`config.mk`:
```
export PLATFORM = sky130hd
export DESIGN_NAME = adc_sample_buffer
export DESIGN_NICKNAME = d
export VERILOG_FILES = /design/src/rtl/adc_sample_buffer.sv
export SDC_FILE = /design/constraint.sdc
export NUM_CORES = 1
export LEC_CHECK = 0
export ABC_AREA = 1
export BUFFER_PORTS_ARGS = -buffer_cell sky130_fd_sc_hd__buf_4
export CAP_MARGIN = 10
export CORE_UTILIZATION = 40
export CTS_CLUSTER_DIAMETER = 200
export CTS_CLUSTER_SIZE = 10
export DETAILED_ROUTE_END_ITERATION = 12
export GPL_ROUTABILITY_DRIVEN = 0
export GPL_TIMING_DRIVEN = 0
export PLACE_DENSITY = 0.67
export SYNTH_ARGS = -nofsm -noshare
export SYNTH_HDL_FRONTEND = slang
export SYNTH_SLANG_ARGS = --single-unit
export TNS_END_PERCENT = 10
```
`constraint.sdc`:
```
create_clock -name clk -period 3.5 [get_ports clk]
set_clock_uncertainty 0.05 [all_clocks]
set_input_delay 0.525 -clock clk [delete_from_list [all_inputs] [get_ports clk]]
set_output_delay 0.525 -clock clk [all_outputs]
set_load 0.05 [all_outputs]
```
`src/rtl/adc_sample_buffer.sv`:
```
// -----------------------------------------------------------------------------
// adc_sample_buffer
//
// Captures every decimated ADC sample flagged by in_valid into a small circular
// FIFO and hands samples to a consumer over a valid/ready handshake. The ADC
// cannot be stalled, so samples arriving while the FIFO is full (and not being
// popped in the same cycle) are dropped and counted. Each accepted sample is
// tagged with a frame-boundary bit (out_last) every FRAME_LEN accepted samples.
//
// Ports:
//   clk             system clock (single clock domain)
//   rst             synchronous active-high reset
//   in_data         sample from the ADC
//   in_valid        one-cycle ADC strobe, no backpressure possible
//   out_data        head-of-FIFO sample, 0 while out_valid is low
//   out_valid       head sample is available
//   out_ready       consumer accepts the head sample when out_valid is high
//   out_last        head sample closes a frame, 0 while out_valid is low
//   level           current occupancy, 0..DEPTH
//   overflow        sticky: at least one sample was dropped
//   drop_cnt        saturating count of dropped samples
//   clear_overflow  clears overflow and drop_cnt (a same-cycle drop wins)
// -----------------------------------------------------------------------------
module adc_sample_buffer #(
    parameter int ADC_BITLEN  = 16,
    parameter int DEPTH       = 16,
    parameter int FRAME_LEN   = 256,
    parameter int DROP_BITLEN = 16
) (
    input  logic                       clk,
    input  logic                       rst,
    input  logic [ADC_BITLEN-1:0]      in_data,
    input  logic                       in_valid,
    output logic [ADC_BITLEN-1:0]      out_data,
    output logic                       out_valid,
    input  logic                       out_ready,
    output logic                       out_last,
    output logic [$clog2(DEPTH):0]     level,
    output logic                       overflow,
    output logic [DROP_BITLEN-1:0]     drop_cnt,
    input  logic                       clear_overflow
);

    localparam int AW = $clog2(DEPTH);
    localparam int PW = AW + 1;
    // Frame counter needs at least one bit even when FRAME_LEN is 1.
    localparam int FW = (FRAME_LEN > 1) ? $clog2(FRAME_LEN) : 1;
    localparam logic [FW-1:0] FRAME_MAX = FW'(FRAME_LEN - 1);
    localparam logic [DROP_BITLEN-1:0] DROP_SAT = '1;

    // Entry layout: {last, data}
    logic [ADC_BITLEN:0] mem [DEPTH];

    logic [PW-1:0]          wr_ptr_q, wr_ptr_d;
    logic [PW-1:0]          rd_ptr_q, rd_ptr_d;
    logic [FW-1:0]          frame_q, frame_d;
    logic                   overflow_q, overflow_d;
    logic [DROP_BITLEN-1:0] drop_cnt_q, drop_cnt_d;

    logic                   full;
    logic                   empty;
    logic                   push;
    logic                   pop;
    logic                   drop;
    logic                   push_last;
    logic [ADC_BITLEN:0]    head;

    // Pointers carry one extra wrap bit so full and empty are distinguishable.
    assign full  = (wr_ptr_q[AW] != rd_ptr_q[AW]) &&
                   (wr_ptr_q[AW-1:0] == rd_ptr_q[AW-1:0]);
    assign empty = (wr_ptr_q == rd_ptr_q);

    assign pop  = !empty && out_ready;
    // A full FIFO that is being popped in the same cycle still has room.
    assign push = in_valid && (!full || pop);
    assign drop = in_valid && full && !pop;

    assign push_last = (frame_q == FRAME_MAX);

    always_comb begin
        wr_ptr_d   = wr_ptr_q;
        rd_ptr_d   = rd_ptr_q;
        frame_d    = frame_q;
        overflow_d = overflow_q;
        drop_cnt_d = drop_cnt_q;

        if (push) begin
            wr_ptr_d = wr_ptr_q + PW'(1);
            frame_d  = push_last ? '0 : frame_q + FW'(1);
        end
        if (pop) begin
            rd_ptr_d = rd_ptr_q + PW'(1);
        end

        // A drop in the same cycle as a clear restarts the count at 1.
        if (drop) begin
            overflow_d = 1'b1;
            if (clear_overflow) begin
                drop_cnt_d = DROP_BITLEN'(1);
            end else if (drop_cnt_q != DROP_SAT) begin
                drop_cnt_d = drop_cnt_q + DROP_BITLEN'(1);
            end
        end else if (clear_overflow) begin
            overflow_d = 1'b0;
            drop_cnt_d = '0;
        end
    end

    always_ff @(posedge clk) begin
        if (rst) begin
            wr_ptr_q   <= '0;
            rd_ptr_q   <= '0;
            frame_q    <= '0;
            overflow_q <= 1'b0;
            drop_cnt_q <= '0;
        end else begin
            wr_ptr_q   <= wr_ptr_d;
            rd_ptr_q   <= rd_ptr_d;
            frame_q    <= frame_d;
            overflow_q <= overflow_d;
            drop_cnt_q <= drop_cnt_d;
        end
    end

    // Storage is not reset; the pointers alone define which entries are live.
    // When full and popping, the write lands on the slot being vacated.
    always_ff @(posedge clk) begin
        if (push && !rst) begin
            mem[wr_ptr_q[AW-1:0]] <= {push_last, in_data};
        end
    end

    // Asynchronous read of the head gives first-word fall-through: a sample
    // pushed at cycle N is visible at N+1. The array is small enough to map
    // to distributed RAM.
    assign head = mem[rd_ptr_q[AW-1:0]];

    assign out_valid = !empty;
    assign out_data  = out_valid ? head[ADC_BITLEN-1:0] : '0;
    assign out_last  = out_valid ? head[ADC_BITLEN]     : 1'b0;
    assign level     = wr_ptr_q - rd_ptr_q;
    assign overflow  = overflow_q;
    assign drop_cnt  = drop_cnt_q;

endmodule

```
==> flow_metrics.tcl, run 1 <==
set metrics [dict create \
    run_status "finished clean" \
    p_leak_nw 5.58 \
    avgRoutedWirePerCell_um 19.4 \
    place_area_mm2 0.0144 \
    cp.required_ps 2920 \
    drive_above_1_share_pct 13.7 \
    place_hpwl_mm 24.0 \
    synth_top_cell_area_share_pct 62.2 \
    finalPower_mw 9.24 \
    die_area_mm2 0.0335 \
    power_density_mw_per_mm2 598 \
    fin_crit_sh_pct 95.8 \
    synthArstFlopShare_pct 0 \
    yosys-top-cells-area "edfxtp_1 (62%), nand2_1 (10%), nand3_1 (6.4%), dfxtp_1 (5.9%), a21oi_1 (3.1%)" \
    htreeDepth 2 \
    synth_area_mm2 0.0131 \
    drt_iter0_markers 977 \
    wl_mm 34.5 \
    slew-limit-headroom_pct 34.5 \
    tightest_slew_ps 977 \
    drc 0 \
    path_clk_slew_ps 50 \
    grt_pass1_wl_mm 51.8 \
    synthCells 1212 \
    hold_path_class "in2reg" \
    slowest_delay_ps 390 \
    io_buffers 59 \
    finalHoldViolations 0 \
    layout.nets 1359 \
    synthesis.nets 1245 \
    yosysSeqAreaShare_pct 68.2 \
    crit_fanout 10 \
    worstPathArrival_ps 2780 \
    cts_setup_buffers 0 \
    grt_pass1_vias 8970 \
    vias 9512 \
    synth_edf_count 272 \
    multi_input_area_mm2 0.00376 \
    dr_wl_met3_mm 3.19 \
    yosysTopAreaCell "edfxtp_1" \
    num_rows 65 \
    slew_viol_final 0 \
    cts_root_buf "clkbuf_16" \
    num-fill-cells 2856 \
    worstSetupEndpointType "output pin" \
    synth.distinct_cells 34 \
    cts_buffer_depth 3 \
    core_mm2 0.0319 \
    yosys_warnings 0 \
    wl_met2_mm 15.8 \
    regArea_mm2 0.00895 \
    grtUsageTotal_pct 20.7 \
    cts_buffers 37 \
    fin_crit_ps 3350 \
    viasPerCell 5.36 \
    hold_slack_ps 261 \
    cts.sinks 311 \
    diodes 0 \
    synth-main-ff-cell "edfxtp_1" \
    ant_nets 0 \
    mostFrequentLayoutCells "nand2_1 (356), edfxtp_1 (272), nand3_1 (167)" \
    fmaxAchievable_mhz 298 \
    crit_chain "inv_1 -> ha_1 -> nand2_1 -> nor2_2 -> nand2_1 -> clkinvlp_4 -> clkbuf_2 -> a21oi_1 -> buf_4" \
    cp-start-kind "flip-flop" \
    final_area_mm2 0.0154 \
    die_width_um 183 \
    crit_type "reg2out" \
    dr.pass1.iters 7 \
    final_common_cell "nand2_1" \
    grt.overflow.total 0 \
    finalSetupViolCount 0 \
    area_delta_synth_final_pct 17.6 \
    postSynthAreaPerCell_um2 10.8 \
    holdBufCountCts 0 \
    grt_max_degree 17 \
    die_h_um 183 \
    rsz0062_at_grt "false" \
    num_io_pins 61 \
    top_layer_used "met4" \
    initial_core_util_pct 41.2 \
    ir_drop_uv 357 \
    antenna_found_initial 0 \
    cp_common_cell "nand2_1" \
    wl_met1_mm 14.5 \
    tritoncts "yes" \
    max_cap_violations 0 \
    ys_ff_latch 311 \
    worstSkewPairLatency_ps 510 \
    cp_slowest_cell "dfxtp_1" \
]
-- report_power, final --
group	switching, mW	internal [mW]
logic	1.29	0.447
clock network	1.40	2.01
registers	0.0247	4.06
-- per-stage QoR --
step / util (%) / std cells / setup WS [ps] / TNS (ps)
floorplan: - / 1212 / 351 / 0
detailed placement: 45.1 / 1722 / 567 / 0
global placement: 44.3 / 1706 / -777 / -32500
CTS: 48.4 / 1775 / 11.3 / 0
global route: 48.4 / 1775 / 4.90 / 0
finish: 48.4 / 1775 / 147 / 0
-- final timing paths --
kind | from | end | slack, ps | depth (start not counted)
setup / recovery | wr_ptr_q[0] | out_data[12] | 150 | 9
hold / removal | clear_overflow | drop_cnt[3] | 260 | 4
setup reg to reg | wr_ptr_q[0] | mem[4][8] | 620 | 11
hold reg to reg | overflow | overflow | 420 | 2
-- cells in the mapped netlist (2+ instances only) --
master    number
a21oi_1       82
a21oi_2        2
buf_1          2
buf_2         21
buf_4          5
clkbuf_1      34
clkinv_1       4
dfxtp_1       39
edfxtp_1     272
ha_1          11
inv_1         40
nand2_1      356
nand3_1      167
nand3_2        4
nand4_1       19
nor2_1        71
nor2_2         2
nor2_4         2
nor3_1         8
o21ai_0       32
o21bai_1       2
o31ai_1       17
or2_2          3
xnor2_1        3
xor2_1         5
-- flip-flops by register name, summed over array words and instances (netlist names), named ones only --
| register | flops |
|---|---|
| drop_cnt | 16 |
| frame_q | 8 |
| mem | 272 |
| overflow | 1 |
| rd_ptr_q | 5 |
| wr_ptr_q | 5 |
-- critical path: cells and delay by family (launching register included) --
kind | cells | cell delay [ps]
and+or+nand+nor | 3 | 320
adders and majority gates | 1 | 330
DFF | 1 | 390
buffers and inverters | 4 | 920
AOI/OAI and AO/OA | 1 | 300
-- layout make-up --
class	instances	share of cell area [%]
clock buffers	51	6.61
multi-input cells	792	24.4
repair buffers	75	4.35
clock inverters	2	0.113
inverters	46	1.15
plain buffers	63	1.91
flip-flops and latches	311	58.0
well taps	435	3.53
-- routing by layer --
metal	global-route usage, %	vias up
li1	-	4461
met1	28.0	4497
met2	32.7	487
met3	4.41	67
met4	7.70	0
met5	0	-
-- logic make-up after synthesis --
kind of cell,after synthesis,share of synthesized area (%)
AND/OR/NAND/NOR,636,20.9
flip-flops,311,68.2
adder cells (fa/ha/maj),12,1.20
XOR/XNOR,8,0.534
buffers and inverters,109,3.56
AO/OA/AOI/OAI,136,5.62
-- timing repair --
item | 4_1_cts | 5_1_grt
hold endpoints to repair | 0 | 0
setup endpoints to repair | 0 | 10
resized for setup | 0 | 7
Note: power is estimated with default switching activity, not from simulation.
==> run 2: changes to the inputs <==
Settings changed: BUFFER_PORTS_ARGS -buffer_cell sky130_fd_sc_hd__buf_4 to -buffer_cell sky130_fd_sc_hd__buf_2.
==> run 2 against run 1 <==
Effect of this change: clock power down 4%; final cell count is 0.11% lower; register-to-register slack got worse by 30 ps; critical endpoint unchanged.
==> flow_metrics.tcl, run 2 (synthesized netlist as in run 1, its figures left out) <==
set metrics [dict create \
    htreeDepth 2 \
    vias 9560 \
    cp.required_ps 2920 \
    final_common_cell "nand2_1" \
    max_cap_violations 0 \
    fin_crit_ps 3430 \
    dpl.cell_count 1722 \
    worstSkewPairLatency_ps 510 \
    tightest_slew_ps 939 \
    worstSetupEndpointType "output pin" \
    place_ws_ps 519 \
    path_delay_family "buffers and inverters" \
    wl_mm 34.6 \
    die_h_um 183 \
    mostFrequentLayoutCells "nand2_1 (356), edfxtp_1 (272), nand3_1 (167)" \
    grt_pass1_wl_mm 52.4 \
    avgRoutedWirePerCell_um 19.5 \
    grtUsageTotal_pct 20.9 \
    cp_slowest_cell "dfxtp_1" \
    crit_type "reg2out" \
    area_delta_synth_final_pct 16.4 \
    worst_slack_ps 73.4 \
    ir_drop_uv 379 \
    drt_iter0_markers 911 \
    cts_setup_buffers 0 \
    slowest_delay_ps 490 \
    hold_path_class "in2reg" \
    worstPathArrival_ps 2850 \
    crit_fanout 10 \
    largest_reg_flops 272 \
    cts_buffer_depth 3 \
    die_width_um 183 \
    setup_tns_ps 0 \
    run_status "finished clean" \
    reg2reg_slack_ps 590 \
    path_clk_slew_ps 60 \
    ant_nets 0 \
    cp_common_cell "a21oi_1" \
    grt.overflow.total 0 \
    fmaxAchievable_mhz 292 \
    finalSetupViolCount 0 \
    fin_crit_sh_pct 97.9 \
    cp-start-kind "flip-flop" \
    crit_buf_inv 3 \
    drive_above_1_share_pct 13.5 \
    crit_chain "clkinv_1 -> clkbuf_1 -> nand3_1 -> nand2_1 -> a21oi_1 -> o31ai_1 -> a21oi_1 -> clkbuf_4" \
    p_leak_nw 5.54 \
    min_path_cells 3 \
    power_density_mw_per_mm2 592 \
    cts_buffers 37 \
    num_io_pins 61 \
    antenna_found_initial 1 \
    viasPerCell 5.39 \
    cts_root_buf "clkbuf_16" \
    grt_pass1_vias 8842 \
    fin_util_pct 47.9 \
    finalNonFillerCells 1773 \
    final_area_mm2 0.0153 \
    r2r_cells 11 \
    die_area_mm2 0.0335 \
    slew-limit-headroom_pct 37.1 \
    finalHoldViolations 0 \
    dr.pass1.iters 5 \
    initial_core_util_pct 41.2 \
    cp_num_cells 8 \
    core_mm2 0.0319 \
    rsz0062_at_grt "true" \
    place_area_mm2 0.0143 \
    holdBufCountCts 0 \
    cts.sinks 311 \
    place_hpwl_mm 24.1 \
    grt_max_degree 17 \
    layout.nets 1359 \
    tritoncts "yes" \
    drc 0 \
    io_buffers 59 \
    slew_viol_final 0 \
    num_rows 65 \
]
## run 2: worst register-to-register path, stage by stage (launching register included)
cell,delay (ps)
dfxtp_1,400
inv_1,130
ha_1,330
nand2_1,80
nor2_2,50
nand3_1,100
nand2_1,80
buf_2,190
nor2_1,170
nand2_1,180
nor2_2,600
buf_6,250
## run 2: path summary, 6_finish.rpt
path,start,to
worst max-delay path,flip-flop,out_data[12]
worst min-delay path,in_valid,frame_q[6]
worst max register to register,wr_ptr_q[0],mem[14][3]
worst min register to register,frame_q[5],frame_q[5]
## run 2: cell type report
type | count | area [um2]
fillers | 2857 | 16600
flip-flops and latches | 311 | 8950
multi-input cells | 792 | 3770
clock buffers | 49 | 971
repair buffers | 75 | 566
well taps | 435 | 544
plain buffers | 63 | 295
inverters | 46 | 178
clock inverters | 1 | 8.76
diodes | 1 | 2.50
## run 2: metal layers
layer | routed length [um] | GRT usage [%] | share of wire, %
met1 | 14500 | 29.0 | 42
met2 | 15700 | 33.0 | 46
met3 | 3240 | 3.51 | 9.4
met4 | 1100 | 7.60 | 3.2
met5 | 13 | 0 | 0.038
## run 2: power breakdown
part / switching, mW / internal, mW / total, mW
combinational: 1.29 / 0.392 / 1.68
sequential: 0.0260 / 4.07 / 4.09
clock: 1.37 / 1.91 / 3.28
total: 2.68 / 6.37 / 9.05
## run 2: through the flow
step / hold WS, ps / power [mW]
floorplan: 389 / 5.24
global placement: 398 / 5.78
detailed placement: 403 / 5.81
CTS: 282 / 9.06
global route: 305 / 9.36
finish: 299 / 9.05
## run 2: what timing repair did
action                                  CTS  global route
gates resized for setup                   1            11
pin swaps                                 0             0
endpoints found under the setup margin    1            13
==> run 3: changes to the inputs <==
Settings changed: CORE_UTILIZATION 40 to 45, PLACE_DENSITY 0.67 to 0.72.
==> run 3 against run 2 <==
Effect of this change: sequential share of layout area up 0.20 points; hold slack worse by 11 ps; final cell count down 3.0%; clock power up 2%; register-to-register slack worse by 60 ps; critical endpoint is now out_data[0]; largest cell class unchanged.
==> flow_metrics.tcl, run 3 (synthesized netlist as in run 1, its figures left out) <==
set metrics [dict create \
    run_status "finished clean" \
    min_path_cells 4 \
    crit_type "reg2out" \
    cts.sinks 311 \
    drc 0 \
    max_cap_violations 0 \
    htreeDepth 2 \
    grtUsageTotal_pct 22.4 \
    combinationalPowerShare_pct 18.4 \
    crit_fanout 10 \
    wl_mm 33.8 \
    mostFrequentLayoutCells "nand2_1 (356), edfxtp_1 (272), nand3_1 (167)" \
    dr.pass1.iters 5 \
    cts_buffers 37 \
    p_clk_share_pct 36.7 \
    r2r_cells 11 \
    place_hpwl_mm 23.2 \
    power.internal_mw 6.45 \
    share_seq_of_total_power_pct 44.9 \
    drt_iter0_markers 1086 \
    final_common_cell "nand2_1" \
    path_clk_slew_ps 50 \
    area_delta_synth_final_pct 16.0 \
    diodes 0 \
    fin_util_pct 53.1 \
    drive_above_1_share_pct 13.7 \
    finalHoldViolations 0 \
    cp.required_ps 2920 \
    slew-limit-headroom_pct 37.1 \
    die_width_um 173 \
    cts_root_buf "clkbuf_16" \
    die_h_um 173 \
    tritoncts "yes" \
    fin_crit_sh_pct 95.9 \
    io_buffers 59 \
    cp_slowest_cell "dfxtp_1" \
    worstPathArrival_ps 2780 \
    ir_drop_uv 350 \
    avgRoutedWirePerCell_um 19.6 \
    grt.overflow.total 0 \
    antenna_found_initial 1 \
    crit_chain "clkinv_1 -> clkbuf_1 -> nand3_1 -> nand2_1 -> a21oi_1 -> o31ai_1 -> a21oi_1 -> buf_2" \
    power_density_mw_per_mm2 598 \
    sw_frac_of_total_pct 29.2 \
    cp_common_cell "a21oi_1" \
    fmaxAchievable_mhz 298 \
    cts_buffer_depth 3 \
    worstSetupEndpointType "output pin" \
    viasPerCell 5.53 \
    worstSkewPairLatency_ps 510 \
    layout.nets 1359 \
    num-fill-cells 2471 \
    switchingPower_mw 2.66 \
    cp-start-kind "flip-flop" \
    grt_max_degree 17 \
    grt_pass1_vias 8938 \
    hold_path_class "in2reg" \
    p_leak_nw 5.55 \
    die_area_mm2 0.0299 \
    grt_pass1_wl_mm 51.0 \
    largest_reg_flops 272 \
    core_mm2 0.0287 \
    slew_viol_final 0 \
    ant_nets 0 \
    tightest_slew_ps 938 \
    finalPower_mw 9.11 \
    cts_setup_buffers 0 \
    num_io_pins 61 \
    num_rows 62 \
    rsz0062_at_grt "true" \
    fin_crit_ps 3360 \
    vias 9500 \
    slowest_delay_ps 450 \
    finalSetupViolCount 0 \
    initial_core_util_pct 45.7 \
]
## run 3: cell types whose count changed in the layout (fill, tap and decap cells not counted)
cell,delta
buf_2,+1
clkbuf_1,-3
buf_4,+1
clkbuf_2,-2
buf_1,-1
clkbuf_16,+2
buf_8,+3
diode_2,-1
buf_16,-2
inv_6,+1
buf_6,-2
## run 3: worst paths after layout
check / start / endpoint / slack (ps)
min: clear_overflow / drop_cnt[3] / 290
max reg2reg: wr_ptr_q[0] / mem[5][8] / 530
max: flip-flop / out_data[0] / 140
min reg2reg: frame_q[5] / frame_q[5] / 420
## run 3: stage by stage
| stage | worst slack [ps] | hold slack, ps | std cells | instance area (um2) | setup TNS [ps] |
|---|---|---|---|---|---|
| 3_5_place_dp | 502 | 408 | 1671 | 14200 | 0 |
| 2_1_floorplan | 351 | 389 | 1212 | 13100 | 0 |
| 3_3_place_gp | -700 | 398 | 1655 | 13900 | -26680 |
| 4_1_cts | 77.7 | 265 | 1719 | 15200 | 0 |
| 5_1_grt | -6.51 | 299 | 1719 | 15200 | -6.51 |
| 6_report | 144 | 287 | 1719 | 15200 | 0 |
## run 3: cell type report
class	count	area [um2]	area share [%]
buffer	63	294	1.93
clock buffer	46	1000	6.58
sequential	311	8950	58.8
inverter	46	178	1.17
clock inverter	2	17.5	0.115
timing repair buffer	75	541	3.55
tap	384	480	3.16
multi-input combinational	792	3770	24.7
## run 3: power groups by stage
stage / Sequential [mW] / Combinational, mW / Clock [mW]
floorplan: 4.16 / 1.08 / 0
global placement: 4.16 / 1.60 / 0
detailed placement: 4.16 / 1.63 / 0
CTS: 4.09 / 1.64 / 3.37
global route: 4.09 / 1.80 / 3.50
finish: 4.09 / 1.67 / 3.34
## run 3: what timing repair did
| action | in CTS | in global routing |
|---|---|---|
| hold buffers | 0 | 0 |
| resized for setup | 2 | 7 |
| setup endpoints to repair | 1 | 8 |
## run 3: metal layers
layer	global-route usage (%)	routed length, um
met3	3.98	3190
met4	7.96	1020
met5	0	10
met2	36.3	15800
met1	30.5	13800
## run 3: critical path: cells and delay by family (launching register included)
kind                   cells  cell delay [ps]
buffers and inverters      3              940
AO/OA/AOI/OAI              3              580
AND/OR/NAND/NOR            2              300
flip-flops                 1              450
